[config.mk]
export PLATFORM = sky130hd
export DESIGN_NAME = mem_arbiter
export DESIGN_NICKNAME = d
export VERILOG_FILES = /design/src/rtl/arb_pkg.sv /design/src/rtl/arb_prio_enc.sv /design/src/rtl/mem_arbiter.sv
export SDC_FILE = /design/constraint.sdc
export NUM_CORES = 1
export LEC_CHECK = 0
export ABC_AREA = 1
export CAP_MARGIN = 20
export CORE_MARGIN = 2
export CORE_UTILIZATION = 54
export CTS_BUF_LIST = sky130_fd_sc_hd__clkbuf_4 sky130_fd_sc_hd__clkbuf_8
export DETAILED_ROUTE_END_ITERATION = 16
export HOLD_SLACK_MARGIN = 0.06
export PLACE_DENSITY_LB_ADDON = 0.1
export SYNTH_ARGS = -nofsm -noshare
export SYNTH_HDL_FRONTEND = slang
export SYNTH_SLANG_ARGS = --single-unit
[constraint.sdc]
create_clock -name clk -period 2.15 [get_ports clk]
set_clock_uncertainty 0.1 [all_clocks]
set_input_delay 0.5375 -clock clk [delete_from_list [all_inputs] [get_ports clk]]
set_output_delay 0.5375 -clock clk [all_outputs]
set_load 0.005 [all_outputs]
[src/rtl/arb_pkg.sv]
// Shared definitions for the memory bus arbiter: owner/state encodings,
// request-vector priority indices and the owner-to-grant mapping.
package arb_pkg;

    typedef enum logic [1:0] {
        OWN_DMA  = 2'd0,
        OWN_BLIT = 2'd1,
        OWN_GPU  = 2'd2,
        OWN_CPU  = 2'd3
    } owner_e;

    typedef enum logic [1:0] {
        ST_IDLE = 2'd0,
        ST_OWN  = 2'd1,
        ST_TURN = 2'd2
    } state_e;

    // Bit positions in the request vector; lower index means higher priority.
    localparam int unsigned NUM_REQ      = 5;
    localparam int unsigned PRIO_DMA     = 0;
    localparam int unsigned PRIO_BLIT_HI = 1;
    localparam int unsigned PRIO_GPU     = 2;
    localparam int unsigned PRIO_BLIT_LO = 3;
    localparam int unsigned PRIO_CPU     = 4;

    typedef logic [NUM_REQ-1:0] req_t;

    // Grant vector ordering: {dma, blit, gpu, cpu}
    typedef logic [3:0] grant_t;

    function automatic grant_t grant_of(input owner_e owner);
        return grant_t'(4'b1000 >> owner);
    endfunction

endpackage

[src/rtl/arb_prio_enc.sv]
// Combinational priority encoder: picks the winning bus master from the
// request vector, lifting the CPU above GPU and low blitter when starved.
module arb_prio_enc
    import arb_pkg::*;
(
    input  req_t   req_i,
    input  logic   starve_i,
    output logic   valid_o,
    output owner_e owner_o
);

    always_comb begin
        // NOTE: every output gets a default before the decision chain, so no
        // path leaves it unassigned and no latch is inferred.
        valid_o = |req_i;
        owner_o = OWN_CPU;
        if (req_i[PRIO_DMA]) begin
            owner_o = OWN_DMA;
        end else if (req_i[PRIO_BLIT_HI]) begin
            owner_o = OWN_BLIT;
        end else if (starve_i && req_i[PRIO_CPU]) begin
            owner_o = OWN_CPU;
        end else if (req_i[PRIO_GPU]) begin
            owner_o = OWN_GPU;
        end else if (req_i[PRIO_BLIT_LO]) begin
            owner_o = OWN_BLIT;
        end
    end

endmodule

[src/rtl/mem_arbiter.sv]
// Five-requester memory bus arbiter with a parked CPU grant, a one-cycle
// turnaround between owners, lock/busy-protected ownership and CPU anti-starvation.
module mem_arbiter
    import arb_pkg::*;
#(
    parameter int unsigned STARVE_LIMIT = 16
) (
    input  logic clk,
    input  logic reset_n,
    input  logic dma_breq,
    input  logic blit_breq_1,
    input  logic gpu_breq,
    input  logic blit_breq_0,
    input  logic cpu_breq,
    input  logic lock,
    input  logic mreq,
    input  logic ack,
    output logic dma_back,
    output logic blit_back,
    output logic gpu_back,
    output logic cpu_back,
    output logic busy
);

    localparam logic [7:0] LIMIT = 8'(STARVE_LIMIT);

    state_e     state_q, state_d;
    owner_e     owner_q, owner_d;
    grant_t     grant_q, grant_d;
    logic       busy_q, busy_d;
    logic [7:0] starve_cnt_q, starve_cnt_d;

    req_t   req;
    logic   starve;
    logic   win_valid;
    owner_e win_owner;
    logic   owner_req;
    logic   may_switch;

    assign req = {cpu_breq, blit_breq_0, gpu_breq, blit_breq_1, dma_breq};
    assign starve = (starve_cnt_q >= LIMIT);

    arb_prio_enc u_prio_enc (
        .req_i   (req),
        .starve_i(starve),
        .valid_o (win_valid),
        .owner_o (win_owner)
    );

    always_comb begin
        owner_req = 1'b0;
        case (owner_q)
            OWN_DMA:  owner_req = req[PRIO_DMA];
            OWN_BLIT: owner_req = req[PRIO_BLIT_HI] | req[PRIO_BLIT_LO];
            OWN_GPU:  owner_req = req[PRIO_GPU];
            OWN_CPU:  owner_req = req[PRIO_CPU];
            default:  owner_req = 1'b0;
        endcase
    end

    // Ownership may only change at a quiet boundary; a pending winner that is
    // blocked here is simply re-evaluated next cycle, so preemption is deferred.
    assign may_switch = !lock && !busy_q && !mreq;

    always_comb begin
        state_d = state_q;
        owner_d = owner_q;
        case (state_q)
            ST_IDLE, ST_TURN: begin
                if (win_valid) begin
                    state_d = ST_OWN;
                    owner_d = win_owner;
                end else begin
                    state_d = ST_IDLE;
                    owner_d = OWN_CPU;
                end
            end
            ST_OWN: begin
                // With the owner still requesting, any different winner is
                // strictly higher priority, so that alone signals preemption.
                if (may_switch && (!owner_req || win_owner != owner_q)) begin
                    state_d = ST_TURN;
                end
            end
            default: begin
                state_d = ST_IDLE;
                owner_d = OWN_CPU;
            end
        endcase

        case (state_d)
            ST_OWN:  grant_d = grant_of(owner_d);
            ST_TURN: grant_d = '0;
            default: grant_d = grant_of(OWN_CPU);
        endcase

        busy_d = busy_q ? !ack : (mreq && !ack);

        starve_cnt_d = starve_cnt_q;
        if (state_d == ST_OWN && owner_d == OWN_CPU) begin
            starve_cnt_d = '0;
        end else if (cpu_breq && starve_cnt_q < LIMIT) begin
            starve_cnt_d = starve_cnt_q + 8'd1;
        end
    end

    always_ff @(posedge clk or negedge reset_n) begin
        // NOTE: state registers use non-blocking assignments so every register
        // samples the pre-edge values, independent of statement order.
        if (!reset_n) begin
            state_q      <= ST_IDLE;
            owner_q      <= OWN_CPU;
            grant_q      <= grant_of(OWN_CPU);
            busy_q       <= 1'b0;
            starve_cnt_q <= '0;
        end else begin
            state_q      <= state_d;
            owner_q      <= owner_d;
            grant_q      <= grant_d;
            busy_q       <= busy_d;
            starve_cnt_q <= starve_cnt_d;
        end
    end

    assign {dma_back, blit_back, gpu_back, cpu_back} = grant_q;
    assign busy = busy_q;

endmodule

After elaboration in Yosys (flattened, before gate mapping)
Cells that the tools add are included.

Flip-flop bits (word level): 17. Bits of input ports: 10. Output and inout bits: 5. Logic and storage cells: 52.

Add/subtract/negate cells: 1. Order comparisons: 2. Equal/unequal tests: 9. Shift operators: 1. Muxes and demuxes: 15. Bitwise operators: 1. Reductions and logical operators: 18.

Operators with widths (count): 8-bit 2-to-1 mux (2); 2-bit 2-to-1 mux (7); 2-bit equality test (second input constant) (5); 8-bit by 1-bit adder with 8-bit output (second input constant) (1); 8-bit by 5-bit >= comparator with 1-bit output (second input constant) (1); 8-bit by 5-bit less-than comparator with 1-bit output (second input constant) (1); 2-bit case mux with 2 select lines (2); 4-bit case mux with 2 select lines (1); 1-bit logical AND (7); 2-bit by 1-bit equality test with 1-bit output (second input constant) (3); 1-bit logical NOT (5); 5-bit OR reduction (1); 2-bit logical NOT (2); 1-bit case mux with 4 select lines (1); 4-bit by 2-bit right shift with 4-bit output (first input constant) (1); 1-bit 2-to-1 mux (2); 2-bit inequality test (1); 2-bit nonzero test (1); 2-bit OR reduction (1); 1-bit logical OR (1); 1-bit OR (1).

Logic depth before layout (Yosys ltp)
Gate-level depths: netlist of run 1.

Depth in word-level cells: 13. Depth in mapped cells: 15. Depth with buffers taken out: 15.

Hierarchy
From an unflattened synthesis of run 1, not the netlist that was laid out.

Cell total of the unflattened synthesis: 112. Area, all modules: 883.3 µm².

By module, submodules not included: mem_arbiter (instances 1, cells each 100, area each 833.3 µm², seq. area each 429.2 µm²); arb_prio_enc (instances 1, cells each 12, area each 50.0 µm², seq. area each 0.0 µm²).

Worst setup path after synthesis of run 1
No wires, ideal clock.

Path type: in2reg. From: in blit_breq_0. To: reg starve_cnt_q[0]. Library setup time: 0.121 ns. Arrival: 1.641 ns. Data required time: 1.929 ns. Setup slack: 0.288 ns. Stages on the path: 14. Buffers on the path: 0. Path through: inv_1 > nor2_1 > nand2_1 > nand2_1 > nand2_1 > nand2_1 > nand2_1 > o21bai_2 > nand2_1 > nand2_1 > ha_1 > nand2_4 > nor2_4 > nor2_1.

Cells in the longest elaborated chain, start to end: 13. Elaborated cells on any way between the ends: 22. Classes of those cells: 3 x eq/ne; 12 x mux; 1 x bitwise; 6 x reduce/logical.

Ends and longest elaborated chain: start: declaration (line mem_arbiter.sv:13) `input logic blit_breq_0,`; 2-bit 2-to-1 mux (line arb_prio_enc.sv:25) `end else if (req_i[PRIO_BLIT_LO]) begin`; 2-bit 2-to-1 mux (line arb_prio_enc.sv:23) `end else if (req_i[PRIO_GPU]) begin`; 2-bit 2-to-1 mux (line arb_prio_enc.sv:21) `end else if (starve_i && req_i[PRIO_CPU]) begin`; 2-bit 2-to-1 mux (line arb_prio_enc.sv:19) `end else if (req_i[PRIO_BLIT_HI]) begin`; 2-bit 2-to-1 mux (line arb_prio_enc.sv:17) `if (req_i[PRIO_DMA]) begin`; 2-bit inequality test (line mem_arbiter.sv:81) `if (may_switch && (!owner_req || win_owner != owner_q)) begin`; 1-bit logical OR (line mem_arbiter.sv:81); 1-bit logical AND (line mem_arbiter.sv:81); 2-bit 2-to-1 mux (line mem_arbiter.sv:81); 2-bit case mux with 2 select lines (*) (line mem_arbiter.sv:68) `case (state_q)`; via state_d[0] (line mem_arbiter.sv:27) `state_e state_q, state_d;`; 2-bit by 1-bit equality test with 1-bit output (*) (line mem_arbiter.sv:100) `if (state_d == ST_OWN && owner_d == OWN_CPU) begin`; 1-bit logical AND (*) (line mem_arbiter.sv:100); 8-bit 2-to-1 mux or 2-bit nonzero test (tied branches); end signal: assignment (line mem_arbiter.sv:121) `starve_cnt_q <= starve_cnt_d;`; end: declaration (line mem_arbiter.sv:31) `logic [7:0] starve_cnt_q, starve_cnt_d;`.

Mark *: on every way through the listed nets, which the timed path passes. The rest lies on a longest branch. A chain may end at the register's enable or synchronous reset.

Worst setup path after layout of run 1
From: reg starve_cnt_q[7]. To: reg grant_q[3].

Cells in the longest elaborated chain, start to end: 12. Elaborated cells on any way between the ends: 16. Classes of those cells: 1 x order compare; 3 x eq/ne; 1 x shift; 8 x mux; 3 x reduce/logical.

Ends and longest elaborated chain: 8-bit by 5-bit >= comparator with 1-bit output (*) (line mem_arbiter.sv:41) `assign starve = (starve_cnt_q >= LIMIT);`; 1-bit logical AND (*) (line arb_prio_enc.sv:21); 2-bit 2-to-1 mux (*) (line arb_prio_enc.sv:21); 2-bit 2-to-1 mux (*) (line arb_prio_enc.sv:19); 2-bit 2-to-1 mux (*) (line arb_prio_enc.sv:17); 2-bit inequality test (line mem_arbiter.sv:81); 1-bit logical OR (line mem_arbiter.sv:81); 1-bit logical AND (line mem_arbiter.sv:81); 2-bit 2-to-1 mux (line mem_arbiter.sv:81); 2-bit case mux with 2 select lines (line mem_arbiter.sv:68); 2-bit equality test or 2-bit by 1-bit equality test with 1-bit output (tied branches) (line mem_arbiter.sv:91) `case (state_d)`; 4-bit case mux with 2 select lines (*) (line mem_arbiter.sv:91); via grant_d[3] (line mem_arbiter.sv:29) `grant_t grant_q, grant_d;`; end signal: assignment (line mem_arbiter.sv:113) `grant_q <= grant_of(OWN_CPU);`; end signal: assignment (line mem_arbiter.sv:119) `grant_q <= grant_d;`; end: declaration (line mem_arbiter.sv:29).

Marks and branches as above.

==> impl_metrics.json, run 1 <==
{
  "status": "completed",
  "critPathCaptureType": "flop",
  "worstReg2RegStart": "starve_cnt_q[7]$_DFFE_PN0P_",
  "vias": 760,
  "cp-startpoint": "starve_cnt_q[7]$_DFFE_PN0P_",
  "worst_pin_slew_ns": 0.2506,
  "rsz0062_at_grt": "yes",
  "antenna_found_initial": 0,
  "final_area_um2": 1202,
  "timing.fmax_ghz": 0.4834,
  "fp.dieArea_um2": 2003,
  "slowest_stage": "dfrtp_1",
  "rr_worst_depth": 14,
  "grt_usage_pct": 20.41,
  "period_needed_ns": 2.069,
  "max_slew_margin_pct": 83.29,
  "drv_cap": 0,
  "drc_errors": 0,
  "stdcell_count": 151,
  "critical_path_peak_fanout": 3,
  "via_per_inst": 5.033,
  "busiest_layer": "met2",
  "cts.sinks": 17,
  "ctsHtreeMaxLevel": 1,
  "first_iter_violations": 3,
  "synthAdderAreaFrac_pct": 5.579,
  "min_path_type": "reg -> reg",
  "leakage_nw": 0.6194,
  "use_met1_pct": 26.33,
  "powerDensity_nw_per_um2": 1087,
  "nets": 150,
  "synthMuxAreaShare_pct": 0,
  "start_util_pct": 58.87,
  "cts_buffer_depth": 2,
  "clk_latency_ns": 0.28,
  "crit_type": "reg -> reg",
  "routedWlPerCell_um": 11.62,
  "seq_area_um2": 429.2,
  "synth_top_family_by_area": "simple AND/OR/NAND/NOR gates",
  "worstPathArrival_ns": 2.18,
  "gp_congestion": 0.7996,
  "grt_overflow": 0,
  "grt_pass1_vias": 742,
  "slew_violations": 0,
  "period_share_pct": 96.23,
  "setup_violations": 0,
  "place.port_buffers": 14,
  "synth_cell_types": 22,
  "final-hold-violation-count": 0,
  "yosysWarnings": 0,
  "fin_total_pwr_mw": 1.307,
  "die_w_um": 44.76,
  "synthToLayoutAreaGrowth_pct": 34.03,
  "start_kind": "flop",
  "r2r_setup_slack_ns": 0.08,
  "peakVddDrop_v": 0.0008315,
  "drive_above_1_share_pct": 31.85,
  "netlist_area_um2": 897.1,
  "first_pass_iters": 4,
  "fp.dieH_um": 44.76,
  "routed_wl_mm": 1.755,
  "synth_compound_area_share_pct": 8.926,
  "syn_inst": 107,
  "path_clk_slew_ns": 0.10,
  "critPathMaxStageDelay_ns": 0.39,
  "cts_hold_buf": 0,
  "syn_nets": 121,
  "fillers": 114,
  "placed_area_um2": 1110,
  "fp-row-count": 14,
  "dp_cells": 144,
  "grt_max_degree": 18,
  "critical_path.endpoint": "grant_q[3]$_DFF_PN0_",
  "use_met3_pct": 3.200,
  "yosys.area_share.simple_pct": 26.92,
  "dp_hpwl_mm": 1.345,
  "multi_input_area_um2": 435.4,
  "cts_tree": "yes",
  "r2r_end": "grant_q[3]$_DFF_PN0_",
  "synth-xor-area-share_pct": 1.953,
  "postRouteAntennaNets": 0,
  "io-pin-count": 15,
  "grt_pass1_wl_mm": 2.973,
  "cts_buffers": 3,
  "synth-seq-cells": 17,
  "path_cells": "nor2_2 > nand2_2 > nand2_4 > nand2_2 > nand2_2 > nand2_1 > nand2_1 > nand2_1 > o21bai_2 > a21oi_1 > ha_1 > inv_1 > nand3b_1 > nor2_1",
  "cp.required_ns": 2.26,
  "cts_root_buffer": "clkbuf_4",
  "n_antenna_cell": 0,
  "synth_area_per_cell_um2": 8.384,
  "grt_util_met2_pct": 34.20,
  "coreArea_um2": 1524,
  "ys_seq_area_share_pct": 47.84
}
[where the power goes]
group | switching, mW | internal [mW]
registers | 0.0614 | 0.434
logic | 0.365 | 0.279
clock network | 0.0977 | 0.0704
[Yosys cell counts]
library cell | n | share of area [%]
dfrtp_1 | 14 | 39
nor2_2 | 4 | 2.8
nand2_4 | 1 | 1.3
o21ai_2 | 1 | 0.98
a21o_1 | 1 | 0.84
o21bai_2 | 1 | 1.3
o21bai_1 | 1 | 0.84
a21oi_4 | 1 | 1.8
xor2_1 | 2 | 2.0
a21oi_1 | 2 | 1.1
nand2_1 | 19 | 7.9
a21oi_2 | 1 | 0.98
nand3_1 | 3 | 1.7
o21ai_0 | 2 | 1.1
nor2_4 | 1 | 1.3
dfstp_2 | 3 | 8.8
nand3b_1 | 1 | 0.84
nand2_2 | 2 | 1.4
nand4_1 | 2 | 1.4
ha_1 | 4 | 5.6
nor2_1 | 20 | 8.4
inv_1 | 21 | 8.8
[stage by stage]
step | setup TNS, ns | setup slack, ns | utilization [%] | hold WS, ns
after global routing | -0.4266 | -0.05613 | 78.90 | 0.4463
final | 0 | 0.08115 | 78.90 | 0.4053
after detailed placement | -4.777 | -0.4247 | 72.82 | 0.3891
after CTS | 0 | 0.0005598 | 76.44 | 0.4045
after floorplan | 0 | 0.2878 | - | 0.1419
after global placement | -3.631 | -0.3249 | 72.82 | 0.3823
[layout by cell type (no fill, tap or decap)]
master           netlist  final
a21o_1                 1      1
nand3b_1               1      1
o21ai_2                1      1
o21bai_2               1      1
nand2_1               19     16
clkinvlp_4             0      1
o21bai_1               1      1
ha_4                   0      1
a21oi_4                1      1
clkbuf_4               0      3
nand3_1                3      3
ha_1                   4      3
nor2_4                 1      1
nor2_1                20     13
nand4_1                2      2
nor2_2                 4     11
nand2_2                2      4
a21oi_2                1      2
nand2_4                1      2
inv_2                  0      2
clkdlybuf4s50_1        0      9
inv_1                 21     19
xor2_1                 2      2
dfstp_2                3      3
o21ai_0                2      2
dlygate4sd2_1          0      5
dfrtp_1               14     14
buf_4                  0     10
a21oi_1                2      1
[how the worst min path moves through the flow]
stage | start | to | slack, ns | cells after the start
after CTS | starve_cnt_q[5]$_DFFE_PN0P_ | starve_cnt_q[5]$_DFFE_PN0P_ | 0.40 | 2
after global routing | starve_cnt_q[5]$_DFFE_PN0P_ | starve_cnt_q[5]$_DFFE_PN0P_ | 0.45 | 2
after detailed placement | starve_cnt_q[5]$_DFFE_PN0P_ | starve_cnt_q[5]$_DFFE_PN0P_ | 0.39 | 2
after global placement | starve_cnt_q[7]$_DFFE_PN0P_ | starve_cnt_q[7]$_DFFE_PN0P_ | 0.38 | 2
final | starve_cnt_q[5]$_DFFE_PN0P_ | starve_cnt_q[5]$_DFFE_PN0P_ | 0.41 | 2
after floorplan | reset_n | busy$_DFF_PN0_ | 0.14 | 0
[cell families after synthesis]
logic type                 count (synthesis)
AOI/OAI and AO/OA                         10
xor gates and xnor gates                   2
adders and majority gates                  4
buffers and inverters                     21
DFF                                       17
and+or+nand+nor                           53
[routing by layer]
metal | wire [µm] | vias to the layer above | share of wire [%]
met2 | 860 | 23 | 49
met3 | 75 | 8 | 4.3
met1 | 758 | 351 | 43
li1 | - | 378 | -
met5 | 0 | - | 0
met4 | 60 | 0 | 3.4
[flip-flops by register name (all words and copies together) (netlist names)]
name,count
busy,1
starve_cnt_q,8
state_q,2
grant_q,4
owner_q,2
[critical path, delay by kind of cell, from the launching register on]
| kind | cells | cell delay (ns) |
|---|---|---|
| AO/OA/AOI/OAI | 2 | 0.29 |
| flip-flops | 1 | 0.39 |
| adder cells (fa/ha/maj) | 1 | 0.33 |
| AND/OR/NAND/NOR | 10 | 0.81 |
| buffers and inverters | 1 | 0.09 |
[area by class of cell]
| cell class | count | share of cell area (%) |
|---|---|---|
| clock buffers | 3 | 1.873 |
| repair buffers | 24 | 17.38 |
| inverters | 21 | 6.556 |
| clock inverters | 1 | 0.6244 |
| well taps | 16 | 1.665 |
| multi-input cells | 69 | 36.21 |
| flip-flops and latches | 17 | 35.69 |
[timing repair]
item,CTS,global route
endpoints found under the hold margin,0,0
gates resized for setup,12,9
pin swaps,12,13
gates cloned,0,0
endpoints found under the setup margin,12,11
buffers inserted,2,1
(Power assumes the default switching activity.)
==> run 2, diff against run 1 <==
--- a/config.mk
+++ b/config.mk
@@ -10,7 +10,9 @@
 export CORE_MARGIN = 2
 export CORE_UTILIZATION = 54
 export CTS_BUF_LIST = sky130_fd_sc_hd__clkbuf_4 sky130_fd_sc_hd__clkbuf_8
+export CTS_CLUSTER_SIZE = 28
 export DETAILED_ROUTE_END_ITERATION = 16
+export GPL_TIMING_DRIVEN = 0
 export HOLD_SLACK_MARGIN = 0.06
 export PLACE_DENSITY_LB_ADDON = 0.1
 export SYNTH_ARGS = -nofsm -noshare
==> run 2 against run 1 <==
Effect of this change: setup slack worse by 0.0060 ns; global-route usage is 0.62 points higher; non-clock buffer count is 4 lower; combinational power is 4.7% lower; total power is 2.0% lower; core utilization is 1.8 points lower; wire length is 4.4% lower; maximum frequency is 0.29% lower; clock power is 4% higher; register-to-register slack hardly changed; cell area is 2.3% lower; worst hold slack better by 0.0089 ns; highest routed layer unchanged.
==> impl_metrics.json, run 2 (synthesized netlist as in run 1, its figures left out) <==
{
  "critPathCaptureType": "flop",
  "combPwrFrac_pct": 48.0,
  "cp.required_ns": 2.24,
  "slowest_stage": "dfrtp_1",
  "n_antenna_cell": 0,
  "grt_pass1_vias": 732,
  "cts_tree": "yes",
  "pwr-share-seq_pct": 38.3,
  "peakVddDrop_v": 0.0007768,
  "clk_latency_ns": 0.29,
  "via_per_inst": 4.925,
  "slew_violations": 0,
  "dp_cells": 137,
  "final_cell_mix": "18 x inv_1, 16 x nand2_1, 14 x nor2_1, 14 x dfrtp_1, 10 x nor2_2",
  "largest_reg_flops": 8,
  "multi_input_area_um2": 434.2,
  "first_iter_violations": 3,
  "status": "completed",
  "synthToLayoutAreaGrowth_pct": 30.96,
  "setup_violations": 0,
  "timing.fmax_ghz": 0.4820,
  "critical_path_peak_fanout": 8,
  "start_kind": "flop",
  "period_share_pct": 96.50,
  "worst_pin_slew_ns": 0.7300,
  "routed_wl_mm": 1.678,
  "gp_congestion": 0.8248,
  "period_needed_ns": 2.075,
  "routedWlPerCell_um": 11.41,
  "first_pass_iters": 4,
  "place_ws_ns": -0.4227,
  "dp_hpwl_mm": 1.184,
  "vias": 724,
  "fp.dieArea_um2": 2003,
  "postRouteAntennaNets": 0,
  "p_sw_share_pct": 39.94,
  "cts_hold_buf": 0,
  "place.port_buffers": 14,
  "start_util_pct": 58.87,
  "critPathMaxStageDelay_ns": 0.40,
  "crit_type": "reg -> reg",
  "clkPwrFrac_pct": 13.7,
  "die_w_um": 44.76,
  "drive_above_1_share_pct": 29.01,
  "worstPathArrival_ns": 2.16,
  "rsz0062_at_grt": "yes",
  "cts.sinks": 17,
  "grt_pass1_wl_mm": 3.001,
  "grt_usage_pct": 21.03,
  "coreArea_um2": 1524,
  "drv_cap": 0,
  "ctsHtreeMaxLevel": 1,
  "p_sw_mw": 0.5115,
  "largest_register": "starve_cnt_q",
  "cts_buffer_depth": 2,
  "grt_max_degree": 18,
  "final_common_cell": "inv_1",
  "seq_area_um2": 429.2,
  "path_cells": "nor2_2 > nand2_2 > nand2_4 > nand2_4 > nand2_2 > nand2_1 > nand2_1 > nand2_1 > o21bai_2 > nand2_1 > nand2_2 > ha_4 > nand2_4 > nor2_4 > nor2_1",
  "drc_errors": 0,
  "reg.largest.list": "starve_cnt_q x8, grant_q x4",
  "final-hold-violation-count": 0,
  "fillers": 108,
  "io-pin-count": 15,
  "fp.dieH_um": 44.76,
  "cts_buffers": 3,
  "path_common_cell": "nand2_1",
  "final_util_pct": 77.09,
  "fp-row-count": 14,
  "cts_root_buffer": "clkbuf_4",
  "max_slew_margin_pct": 51.18,
  "holdWs_ns": 0.4142,
  "antenna_found_initial": 0,
  "stdcell_count": 147,
  "p_int_mw": 0.7691,
  "grt_overflow": 0,
  "nets": 146,
  "leakage_nw": 0.6083,
  "powerDensity_nw_per_um2": 1090,
  "min_path_type": "reg -> reg",
  "layout_setup_ws_ns": 0.07517,
  "path_clk_slew_ns": 0.10
}
[run 2: cell types whose count changed in the layout (fill, tap and decap cells not counted), sizes merged]
cell          change
buf               -4
dlygate4sd2       -1
dlymetal6s2s      +1
[run 2: final cells by class]
cell class	instances	area share, %
Multi-Input combinational cell	69	36.95
Tap cell	16	1.704
Clock buffer	3	1.917
Timing Repair Buffer	20	15.55
Sequential cell	17	36.53
Inverter	21	6.709
Clock inverter	1	0.6390
[run 2: power groups by stage]
stage               registers [mW]  logic (mW)  clock network, mW
global placement             0.491       0.516                  0
floorplan                    0.488       0.375                  0
detailed placement           0.495       0.534                  0
CTS                          0.489       0.581              0.182
finish                       0.491       0.614              0.175
global route                 0.500       0.703              0.197
[run 2: worst paths after layout]
kind | from | end | slack, ns | cells past startpoint
hold / removal | starve_cnt_q[7]$_DFFE_PN0P_ | starve_cnt_q[7]$_DFFE_PN0P_ | 0.41 | 2
setup / recovery | starve_cnt_q[6]$_DFFE_PN0P_ | starve_cnt_q[7]$_DFFE_PN0P_ | 0.08 | 15
min in group asynchronous | reset_n | starve_cnt_q[7]$_DFFE_PN0P_ | 0.57 | 1
max in group asynchronous | reset_n | state_q[0]$_DFF_PN0_ | 0.93 | 1
hold reg to reg | starve_cnt_q[7]$_DFFE_PN0P_ | starve_cnt_q[7]$_DFFE_PN0P_ | 0.41 | 2
setup reg to reg | starve_cnt_q[6]$_DFFE_PN0P_ | starve_cnt_q[7]$_DFFE_PN0P_ | 0.08 | 15
[run 2: metrics by stage]
stage                     total power [mW]  cell area (µm²)  TNS (ns)
after detailed placement             1.029             1057    -4.576
after CTS                            1.252             1117         0
after floorplan                     0.8621            897.1         0
final                                1.281             1175         0
after global routing                 1.400             1175   -0.3805
after global placement               1.007             1057    -4.117
[run 2: critical path, delay by kind of cell, from the launching register on]
family          cells  cell delay (ns)
fa+ha+maj           1             0.16
simple gates       13             1.14
flops               1             0.40
compound gates      1             0.17
[run 2: per-layer routing]
layer	global-route usage, %	vias to the layer above	part of all wire, %
met4	10.91	0	1.7
met2	33.91	16	49
met1	27.20	333	45
met5	0	-	0
met3	3.600	4	3.9
li1	-	371	-
[run 2: timing repair]
action                                 CTS  global route
setup endpoints to repair               11            11
pin swaps                                7            14
setup buffers                            2             4
gates resized for setup                 12             9
gates cloned                             0             0
endpoints found under the hold margin    0             0
